<file path="src/rtl/pc_sequencer.sv">
// pc_sequencer: next fetch address, link write, redirect pulse, halt/resume FSM and retired-instruction counter
module pc_sequencer #(
  parameter logic [31:0] RESET_PC = 32'h0000_0000,
  parameter logic [31:0] PC_STEP  = 32'd1
) (
  input  logic        clk,
  input  logic        rst,
  input  logic        instr_valid,
  input  logic        stall,
  input  logic        cond_taken,
  input  logic [1:0]  uncond_type,
  input  logic [31:0] offset,
  input  logic [31:0] reg_target,
  input  logic        link_req,
  input  logic        halt_req,
  input  logic        resume,
  output logic [31:0] pc,
  output logic        pc_valid,
  output logic        redirect,
  output logic        link_we,
  output logic [31:0] link_data,
  output logic        halted,
  output logic [31:0] instr_count
);
  localparam logic [1:0] BOOT   = 2'd0;
  localparam logic [1:0] RUN    = 2'd1;
  localparam logic [1:0] HALTED = 2'd2;
  logic [1:0]  state, state_nxt;
  logic        acc, rel, jmp;
  logic [31:0] seq, nxt;
  always_comb begin
    acc       = state == RUN && instr_valid && !stall;
    rel       = uncond_type == 2'b01 || (uncond_type != 2'b10 && cond_taken);
    jmp       = !halt_req && (uncond_type == 2'b10 || rel);
    seq       = pc + PC_STEP;
    nxt       = halt_req ? seq : uncond_type == 2'b10 ? reg_target : rel ? pc + offset : seq;
    state_nxt = state == BOOT ? RUN :
                state == RUN ? (acc && halt_req ? HALTED : RUN) :
                state == HALTED ? (resume ? RUN : HALTED) : BOOT;
  end
  always_ff @(posedge clk) begin
    if (!rst) begin
      state       <= BOOT;
      pc          <= RESET_PC;
      pc_valid    <= 1'b0;
      redirect    <= 1'b0;
      link_we     <= 1'b0;
      link_data   <= '0;
      halted      <= 1'b0;
      instr_count <= '0;
    end else begin
      state    <= state_nxt;
      pc_valid <= state_nxt == RUN;
      halted   <= state_nxt == HALTED;
      redirect <= acc && jmp;
      link_we  <= acc && link_req && !halt_req;
      if (acc) begin
        pc          <= nxt;
        instr_count <= instr_count + {31'd0, instr_count != 32'hFFFF_FFFF};
        if (link_req && !halt_req) link_data <= seq;
      end
    end
  end
endmodule
</file>
<file path="config.mk">
export PLATFORM = sky130hd
export DESIGN_NAME = pc_sequencer
export DESIGN_NICKNAME = d
export VERILOG_FILES = /design/src/rtl/pc_sequencer.sv
export SDC_FILE = /design/constraint.sdc
export NUM_CORES = 1
export LEC_CHECK = 0
export CORE_ASPECT_RATIO = 1.4
export CORE_MARGIN = 2
export CORE_UTILIZATION = 50
export DETAILED_ROUTE_END_ITERATION = 12
export PLACE_DENSITY = 0.82
export SETUP_SLACK_MARGIN = 0.2
export SYNTH_ARGS = -nofsm -noshare
export SYNTH_HDL_FRONTEND = slang
export SYNTH_SLANG_ARGS = --single-unit
</file>
<file path="constraint.sdc">
create_clock -name clk -period 4.1 [get_ports clk]
set_input_delay 0.615 -clock clk [delete_from_list [all_inputs] [get_ports clk]]
set_output_delay 0.615 -clock clk [all_outputs]
set_load 0.01 [all_outputs]
</file>
==> impl_metrics.prom, run 1 <==
# TYPE chip_impl_metric gauge
chip_impl_info{name="outcome",value="complete, no violations"} 1
chip_impl_metric{name="setup_tns_after_final_layout",unit="ns"} 0
chip_impl_info{name="worst_path_max_delay_cell",value="sky130_fd_sc_hd__clkdlybuf4s50_1"} 1
chip_impl_metric{name="grt_start_max_net_pins",unit=""} 69
chip_impl_metric{name="nets",unit=""} 1112
chip_impl_metric{name="groute.usage.overall",unit="%"} 28.2
chip_impl_metric{name="final.min_clock_period",unit="ns"} 3.60
chip_impl_metric{name="crit_buf_inv",unit=""} 1
chip_impl_metric{name="detailedPlacementHpwl",unit="mm"} 15.2
chip_impl_metric{name="max_slew.worst_pin.slew",unit="ns"} 0.950
chip_impl_info{name="netlist_top_cells_area",value="sky130_fd_sc_hd__dfxtp_1, sky130_fd_sc_hd__xnor2_1, sky130_fd_sc_hd__ha_1"} 1
chip_impl_metric{name="clk_transition_reported_paths",unit="ns"} 0.07
chip_impl_metric{name="cts.hold.buffers_added",unit=""} 0
chip_impl_metric{name="htreeDepth",unit=""} 3
chip_impl_metric{name="synth_enable_flop_cells",unit=""} 0
chip_impl_metric{name="layout_worst_path_cycle_share",unit="%"} 87.8
chip_impl_metric{name="gpl.final_weighted_congestion",unit=""} 0.944
chip_impl_metric{name="floorplan.io_pins",unit=""} 174
chip_impl_metric{name="cts_sinks",unit=""} 102
chip_impl_metric{name="asyncSetResetFlopFracSynth",unit="%"} 0
chip_impl_metric{name="antenna_found_initial",unit=""} 0
chip_impl_metric{name="drt.antenna.violating_nets",unit=""} 0
chip_impl_metric{name="dr_total_vias",unit=""} 6992
chip_impl_metric{name="cts_resized",unit=""} 0
chip_impl_metric{name="setup_slack",unit="ns"} 0.500
chip_impl_metric{name="synth_area_per_cell",unit="um^2"} 7.89
chip_impl_metric{name="setup-violations-final",unit=""} 0
chip_impl_metric{name="synth_cell_type_count",unit=""} 59
chip_impl_metric{name="layout_skew",unit="ns"} 0.0104
chip_impl_metric{name="place_ws",unit="ns"} 0.192
chip_impl_metric{name="irDropWorstVdd",unit="V"} 0.000186
chip_impl_metric{name="critPathMaxStageDelay",unit="ns"} 0.41
chip_impl_metric{name="postSynthNetCount",unit=""} 955
chip_impl_metric{name="clock_insertion_delay_at_the_later_pin_of_the_skew_report",unit="ns"} 0.36
chip_impl_metric{name="r2r_setup_slack",unit="ns"} 0.84
chip_impl_metric{name="antenna_diode_instance_count",unit=""} 0
chip_impl_info{name="timing_worst_setup_path_type",value="in2reg"} 1
chip_impl_metric{name="critical_path.max_fanout",unit=""} 4
chip_impl_metric{name="cts.repair_timing.setup_buffer_count",unit=""} 0
chip_impl_info{name="worstSetupEndpointType",value="register"} 1
chip_impl_metric{name="chipHeight",unit="um"} 141
chip_impl_info{name="post-synth-top-area-cell",value="sky130_fd_sc_hd__dfxtp_1"} 1
chip_impl_metric{name="crit_arrival",unit="ns"} 3.84
chip_impl_metric{name="slew_violations",unit=""} 0
chip_impl_metric{name="buffer_ports.inserted",unit=""} 173
chip_impl_metric{name="post-synth-top-area-fraction",unit="%"} 30.6
chip_impl_metric{name="layout_cells_sized_above_1",unit="%"} 4.27
chip_impl_metric{name="p_leak",unit="uW"} 0.00347
chip_impl_metric{name="crit_required",unit="ns"} 4.34
chip_impl_metric{name="core_area",unit="um^2"} 13200
chip_impl_metric{name="max_cap_viol_count",unit=""} 0
chip_impl_metric{name="detailedRoute.firstIterationViolations",unit=""} 454
chip_impl_info{name="critical_path.startpoint_type",value="primary input"} 1
chip_impl_info{name="synth_top_flop_cell",value="sky130_fd_sc_hd__dfxtp_1"} 1
chip_impl_metric{name="initial_standard_cell_utilization_of_the_core",unit="%"} 50.6
chip_impl_metric{name="vias_in_the_first_global_route",unit=""} 6630
chip_impl_metric{name="postSynthCellCount",unit=""} 846
chip_impl_info{name="cts_tree",value="built"} 1
chip_impl_metric{name="power_density",unit="nW/um^2"} 259
chip_impl_info{name="hold_path_class",value="reg2reg"} 1
chip_impl_metric{name="synth-warning-count",unit=""} 0
chip_impl_metric{name="routed_wire_length_per_instance",unit="um"} 17.3
chip_impl_metric{name="die_w",unit="um"} 102
chip_impl_metric{name="fmax",unit="MHz"} 278
chip_impl_metric{name="numCtsBuffers",unit=""} 9
chip_impl_metric{name="drc",unit=""} 0
chip_impl_metric{name="via_per_inst",unit=""} 5.88
chip_impl_info{name="setup_repair_after_global_routing_missed_its_margin",value="false"} 1
chip_impl_metric{name="floorplan.rows",unit=""} 50
chip_impl_metric{name="synth_sequential_area_ratio",unit="%"} 30.6
chip_impl_metric{name="wire_length_of_the_first_global_routing_pass",unit="mm"} 32.2
chip_impl_info{name="worst_path_dominant_cell_family",value="compound AO/OA/AOI/OAI gates"} 1
chip_impl_metric{name="ys_ff_latch",unit=""} 102
chip_impl_metric{name="final-hold-violation-count",unit=""} 0
chip_impl_info{name="ctsRootBufferMaster",value="sky130_fd_sc_hd__clkbuf_16"} 1
chip_impl_metric{name="synth_area",unit="um^2"} 6680
chip_impl_metric{name="detailed_routing_iterations_pass_1",unit=""} 5
chip_impl_info{name="critical_path.cell_chain",value="clkdlybuf4s50_1, ha_1, fa_1, a21oi_1, o211ai_1, a21oi_1, o211ai_2, a311oi_1, o21ai_0, a221oi_1, xor2_1, o21ai_0"} 1
chip_impl_metric{name="synthToLayoutAreaGrowth",unit="%"} 32.8
chip_impl_metric{name="power.total",unit="uW"} 2300
chip_impl_metric{name="overflow",unit=""} 0
chip_impl_metric{name="finalWirelength",unit="mm"} 20.6
chip_impl_metric{name="slew-limit-headroom",unit="%"} 36.0
chip_impl_metric{name="design.die.area",unit="um^2"} 14300
chip_impl_metric{name="final.fill_count",unit=""} 1113
chip_impl_metric{name="max-clock-path-buffers",unit=""} 2
==> stage by stage <==
stage	util (%)	cells	instance area [um^2]	hold slack [ns]
floorplan	-	846	6680	0.488
global route	67.2	1190	8870	0.515
CTS	67.2	1190	8870	0.492
finish	67.2	1190	8870	0.483
global placement	65.0	1174	8580	0.458
detailed placement	65.0	1174	8580	0.483
==> power by group <==
| group | switching (uW) | internal, uW | total, uW |
|---|---|---|---|
| Combinational | 216 | 199 | 415 |
| Clock | 429 | 421 | 850 |
| Sequential | 25.5 | 1010 | 1030 |
==> Yosys cell counts, types with 3 or more instances <==
master	n
sky130_fd_sc_hd__o2bb2ai_1	4
sky130_fd_sc_hd__or4_1	3
sky130_fd_sc_hd__xor2_1	28
sky130_fd_sc_hd__a22oi_1	10
sky130_fd_sc_hd__and2_1	32
sky130_fd_sc_hd__o22ai_1	5
sky130_fd_sc_hd__clkbuf_1	36
sky130_fd_sc_hd__nor3b_1	6
sky130_fd_sc_hd__nor2b_1	9
sky130_fd_sc_hd__o211ai_1	3
sky130_fd_sc_hd__nand2_1	99
sky130_fd_sc_hd__o21ai_0	67
sky130_fd_sc_hd__inv_1	21
sky130_fd_sc_hd__a221oi_1	12
sky130_fd_sc_hd__buf_2	3
sky130_fd_sc_hd__xnor2_1	57
sky130_fd_sc_hd__nand2b_1	4
sky130_fd_sc_hd__or3_1	11
sky130_fd_sc_hd__and4_1	5
sky130_fd_sc_hd__nor2_1	67
sky130_fd_sc_hd__nor3_1	6
sky130_fd_sc_hd__o211a_1	24
sky130_fd_sc_hd__a32o_1	3
sky130_fd_sc_hd__a21oi_1	66
sky130_fd_sc_hd__a21boi_0	9
sky130_fd_sc_hd__a21o_1	5
sky130_fd_sc_hd__dfxtp_1	102
sky130_fd_sc_hd__o22a_1	3
sky130_fd_sc_hd__nand3_1	30
sky130_fd_sc_hd__a31oi_1	7
sky130_fd_sc_hd__ha_1	34
sky130_fd_sc_hd__o21bai_1	4
sky130_fd_sc_hd__nand4_1	13
sky130_fd_sc_hd__o21a_1	6
sky130_fd_sc_hd__and3_1	15
sky130_fd_sc_hd__o31ai_1	3
==> state kept, by name, indices dropped and copies added, names as in the netlist <==
signal / cells
pc_valid: 1
link_we: 1
halted: 1
redirect: 1
link_data: 32
pc: 32
state: 2
instr_count: 32
==> layout by cell type (no fill, tap or decap), types with 10 or more instances in the layout <==
cell	synthesis	layout
sky130_fd_sc_hd__dfxtp_1	102	102
sky130_fd_sc_hd__nand4_1	13	13
sky130_fd_sc_hd__inv_1	21	21
sky130_fd_sc_hd__buf_4	0	12
sky130_fd_sc_hd__o211a_1	24	24
sky130_fd_sc_hd__nand3_1	30	30
sky130_fd_sc_hd__a21oi_1	66	66
sky130_fd_sc_hd__nand2_1	99	99
sky130_fd_sc_hd__and2_1	32	32
sky130_fd_sc_hd__and3_1	15	15
sky130_fd_sc_hd__xnor2_1	57	57
sky130_fd_sc_hd__clkdlybuf4s50_1	0	172
sky130_fd_sc_hd__a22oi_1	10	10
sky130_fd_sc_hd__a221oi_1	12	12
sky130_fd_sc_hd__or3_1	11	11
sky130_fd_sc_hd__ha_1	34	34
sky130_fd_sc_hd__o21ai_0	67	67
sky130_fd_sc_hd__xor2_1	28	28
sky130_fd_sc_hd__nor2_1	67	65
==> worst paths after layout <==
check,start,endpoint,cells after the start
setup / recovery,offset[0],pc[30]$_SDFFE_PN0P_,12
hold / removal,link_data[29]$_SDFFE_PN0P_,link_data[29]$_SDFFE_PN0P_,2
setup reg to reg,pc[0]$_SDFFE_PN0P_,pc[30]$_SDFFE_PN0P_,11
hold reg to reg,link_data[29]$_SDFFE_PN0P_,link_data[29]$_SDFFE_PN0P_,2
==> worst min-delay path, stage by stage, from the launching register on <==
cell and delay [ns]:
sky130_fd_sc_hd__dfxtp_1 0.31, sky130_fd_sc_hd__nand3_1 0.06, sky130_fd_sc_hd__o31ai_1 0.06
==> cells by family (layout without fill, tap and decap cells) <==
logic type | count (synthesis) | in the layout | share of synthesized area, %
and+or+nand+nor | 310 | 310 | 22.9
buffers and inverters | 60 | 222 | 3.43
DFF | 102 | 102 | 30.6
AOI/OAI and AO/OA | 254 | 254 | 25.3
adders and majority gates | 35 | 35 | 6.67
xor gates and xnor gates | 85 | 85 | 11.2
==> cell type report <==
cell class / instances / area, um^2 / area share [%]
Timing Repair Buffer: 185 / 1820 / 20.5
Tap cell: 182 / 228 / 2.57
Clock buffer: 9 / 225 / 2.54
Clock inverter: 7 / 58.8 / 0.663
Multi-Input combinational cell: 684 / 4420 / 49.8
Sequential cell: 102 / 2040 / 23.0
Inverter: 21 / 78.8 / 0.889
==> routing by layer <==
metal,vias to the layer above,GRT usage (%),wire (um)
met1,3239,33.3,8000
li1,3369,-,-
met3,60,3.32,1390
met2,324,48.9,10300
met5,-,0,0
met4,0,14.8,843
Power figures use the tool's default switching activity.
==> run 2, diff against run 1 <==
- ABC_AREA: unset -> 0
- CORE_UTILIZATION: 50 -> 51
- CTS_BUF_LIST: unset -> sky130_fd_sc_hd__clkbuf_4
- PLACE_DENSITY: 0.82 -> 0.83
==> impl_metrics.prom, run 2 (synthesized netlist as in run 1, its figures left out) <==
# TYPE chip_impl_metric gauge
chip_impl_info{name="worstSetupEndpointType",value="register"} 1
chip_impl_info{name="topRoutingLayerUsed",value="met4"} 1
chip_impl_metric{name="nets",unit=""} 1112
chip_impl_metric{name="slew-limit-headroom",unit="%"} 35.1
chip_impl_metric{name="core_area",unit="um^2"} 12800
chip_impl_metric{name="clk_transition_reported_paths",unit="ns"} 0.16
chip_impl_metric{name="finalWirelength",unit="mm"} 20.4
chip_impl_metric{name="detailedPlacementHpwl",unit="mm"} 15.4
chip_impl_metric{name="via_per_inst",unit=""} 6.00
chip_impl_metric{name="drc",unit=""} 0
chip_impl_metric{name="vias_in_the_first_global_route",unit=""} 6614
chip_impl_metric{name="layout_cells_sized_above_1",unit="%"} 4.27
chip_impl_metric{name="cts_resized",unit=""} 0
chip_impl_info{name="leading_cell_type_in_the_layout_fill_and_taps_excluded",value="sky130_fd_sc_hd__clkdlybuf4s50_1"} 1
chip_impl_metric{name="cts.hold.buffers_added",unit=""} 0
chip_impl_metric{name="met1_length",unit="mm"} 8.19
chip_impl_metric{name="placed_cells_incl_taps",unit=""} 1145
chip_impl_metric{name="slew_violations",unit=""} 0
chip_impl_metric{name="layout_worst_path_cycle_share",unit="%"} 81.8
chip_impl_metric{name="cts.repair_timing.setup_buffer_count",unit=""} 0
chip_impl_metric{name="grt_start_max_net_pins",unit=""} 50
chip_impl_metric{name="layout_skew",unit="ns"} 0.0119
chip_impl_metric{name="synthToLayoutAreaGrowth",unit="%"} 30.3
chip_impl_metric{name="die_w",unit="um"} 101
chip_impl_metric{name="dr_total_vias",unit=""} 6971
chip_impl_metric{name="chipHeight",unit="um"} 139
chip_impl_metric{name="antenna_found_initial",unit=""} 1
chip_impl_metric{name="overflow",unit=""} 0
chip_impl_info{name="cts_tree",value="built"} 1
chip_impl_metric{name="numCtsBuffers",unit=""} 9
chip_impl_info{name="timing_worst_setup_path_type",value="in2reg"} 1
chip_impl_info{name="hold_path_class",value="reg2reg"} 1
chip_impl_metric{name="detailed_routed_wire_length_on_met2",unit="mm"} 10.1
chip_impl_metric{name="floorplan.rows",unit=""} 49
chip_impl_metric{name="final.min_clock_period",unit="ns"} 3.35
chip_impl_info{name="commonest_non_fill_non_tap_cells_in_the_layout",value="sky130_fd_sc_hd__clkdlybuf4s50_1, sky130_fd_sc_hd__dfxtp_1, sky130_fd_sc_hd__nand2_1"} 1
chip_impl_info{name="critical_path.startpoint_type",value="primary input"} 1
chip_impl_metric{name="irDropWorstVdd",unit="V"} 0.000158
chip_impl_metric{name="critical_path.max_fanout",unit=""} 4
chip_impl_metric{name="detailed_routing_iterations_pass_1",unit=""} 5
chip_impl_metric{name="crit_arrival",unit="ns"} 3.73
chip_impl_metric{name="max_slew.worst_pin.slew",unit="ns"} 0.963
chip_impl_metric{name="fmax",unit="MHz"} 298
chip_impl_metric{name="setup-violations-final",unit=""} 0
chip_impl_info{name="ctsRootBufferMaster",value="sky130_fd_sc_hd__clkbuf_4"} 1
chip_impl_metric{name="fin_cells",unit=""} 1162
chip_impl_metric{name="final-hold-violation-count",unit=""} 0
chip_impl_metric{name="setup_tns_after_final_layout",unit="ns"} 0
chip_impl_metric{name="drt.antenna.violating_nets",unit=""} 0
chip_impl_metric{name="crit_required",unit="ns"} 4.47
chip_impl_metric{name="worst_hold_slack",unit="ns"} 0.506
chip_impl_metric{name="detailedRoute.firstIterationViolations",unit=""} 442
chip_impl_metric{name="wl_met3",unit="mm"} 1.20
chip_impl_info{name="setup_repair_after_global_routing_missed_its_margin",value="false"} 1
chip_impl_metric{name="floorplan.io_pins",unit=""} 174
chip_impl_metric{name="groute.usage.overall",unit="%"} 28.5
chip_impl_metric{name="max-clock-path-buffers",unit=""} 2
chip_impl_metric{name="buffer_ports.inserted",unit=""} 173
chip_impl_info{name="outcome",value="complete, no violations"} 1
chip_impl_metric{name="clock_insertion_delay_at_the_later_pin_of_the_skew_report",unit="ns"} 0.48
chip_impl_metric{name="power_density",unit="nW/um^2"} 228
chip_impl_metric{name="gpl.final_weighted_congestion",unit=""} 0.973
chip_impl_metric{name="htreeDepth",unit=""} 3
chip_impl_metric{name="p_leak",unit="uW"} 0.00341
chip_impl_metric{name="max_cap_viol_count",unit=""} 0
chip_impl_metric{name="initial_standard_cell_utilization_of_the_core",unit="%"} 52.1
chip_impl_metric{name="wire_length_of_the_first_global_routing_pass",unit="mm"} 32.3
chip_impl_metric{name="routed_wire_length_per_instance",unit="um"} 17.6
chip_impl_info{name="layout_top_registers",value="instr_count (32), link_data (32), pc (32)"} 1
chip_impl_metric{name="design.die.area",unit="um^2"} 14000
chip_impl_metric{name="cts_sinks",unit=""} 102
==> run 2: path summary, 6_finish.rpt <==
check,startpoint,endpoint,cells after the start,slack (ns)
max,offset[0],pc[30]$_SDFFE_PN0P_,12,0.75
min,link_data[29]$_SDFFE_PN0P_,link_data[29]$_SDFFE_PN0P_,2,0.51
max reg2reg,pc[0]$_SDFFE_PN0P_,pc[30]$_SDFFE_PN0P_,11,0.82
min reg2reg,link_data[29]$_SDFFE_PN0P_,link_data[29]$_SDFFE_PN0P_,2,0.51
==> run 2: final cells by class <==
class / instances / area (um^2)
multi-input cells: 684 / 4420
fillers: 1106 / 4110
flip-flops and latches: 102 / 2040
repair buffers: 185 / 1830
well taps: 153 / 191
inverters: 21 / 78.8
clock inverters: 7 / 68.8
clock buffers: 9 / 67.6
diodes: 1 / 2.50
==> run 2: metal layers <==
metal	track usage, %	vias to the layer above
met5	0	-
met4	14.8	0
met3	3.31	72
met2	48.9	283
met1	34.3	3240
li1	-	3376
==> run 2: through the flow <==
| stage | setup WS (ns) | power, uW | utilization (%) | instance area, um^2 |
|---|---|---|---|---|
| 3_5_place_dp | 0.260 | 1470 | 66.8 | 8560 |
| 5_1_grt | 0.508 | 2070 | 67.9 | 8700 |
| 6_report | 0.746 | 1980 | 67.9 | 8700 |
| 4_1_cts | 0.768 | 1980 | 67.9 | 8700 |
| 2_1_floorplan | 1.07 | 1280 | - | 6680 |
| 3_3_place_gp | 0.265 | 1460 | 66.8 | 8560 |
==> run 2: where the power goes <==
group / switching, uW / leakage [uW] / internal (uW) / total [uW]
Sequential: 27.3 / 0.000825 / 1010 / 1040
Combinational: 215 / 0.00252 / 200 / 415
Clock: 388 / 0.0000678 / 139 / 528
Total: 631 / 0.00341 / 1350 / 1980
==> run 2: worst max-delay path, stage by stage <==
cell and delay [ns]:
sky130_fd_sc_hd__clkdlybuf4s50_1 0.40, sky130_fd_sc_hd__ha_1 0.22, sky130_fd_sc_hd__fa_1 0.41, sky130_fd_sc_hd__a21oi_1 0.26
sky130_fd_sc_hd__o211ai_1 0.17, sky130_fd_sc_hd__a21oi_1 0.35, sky130_fd_sc_hd__o211ai_2 0.20, sky130_fd_sc_hd__a311oi_1 0.38
sky130_fd_sc_hd__o21ai_0 0.15, sky130_fd_sc_hd__a221oi_1 0.32, sky130_fd_sc_hd__xor2_1 0.17, sky130_fd_sc_hd__o21ai_0 0.09
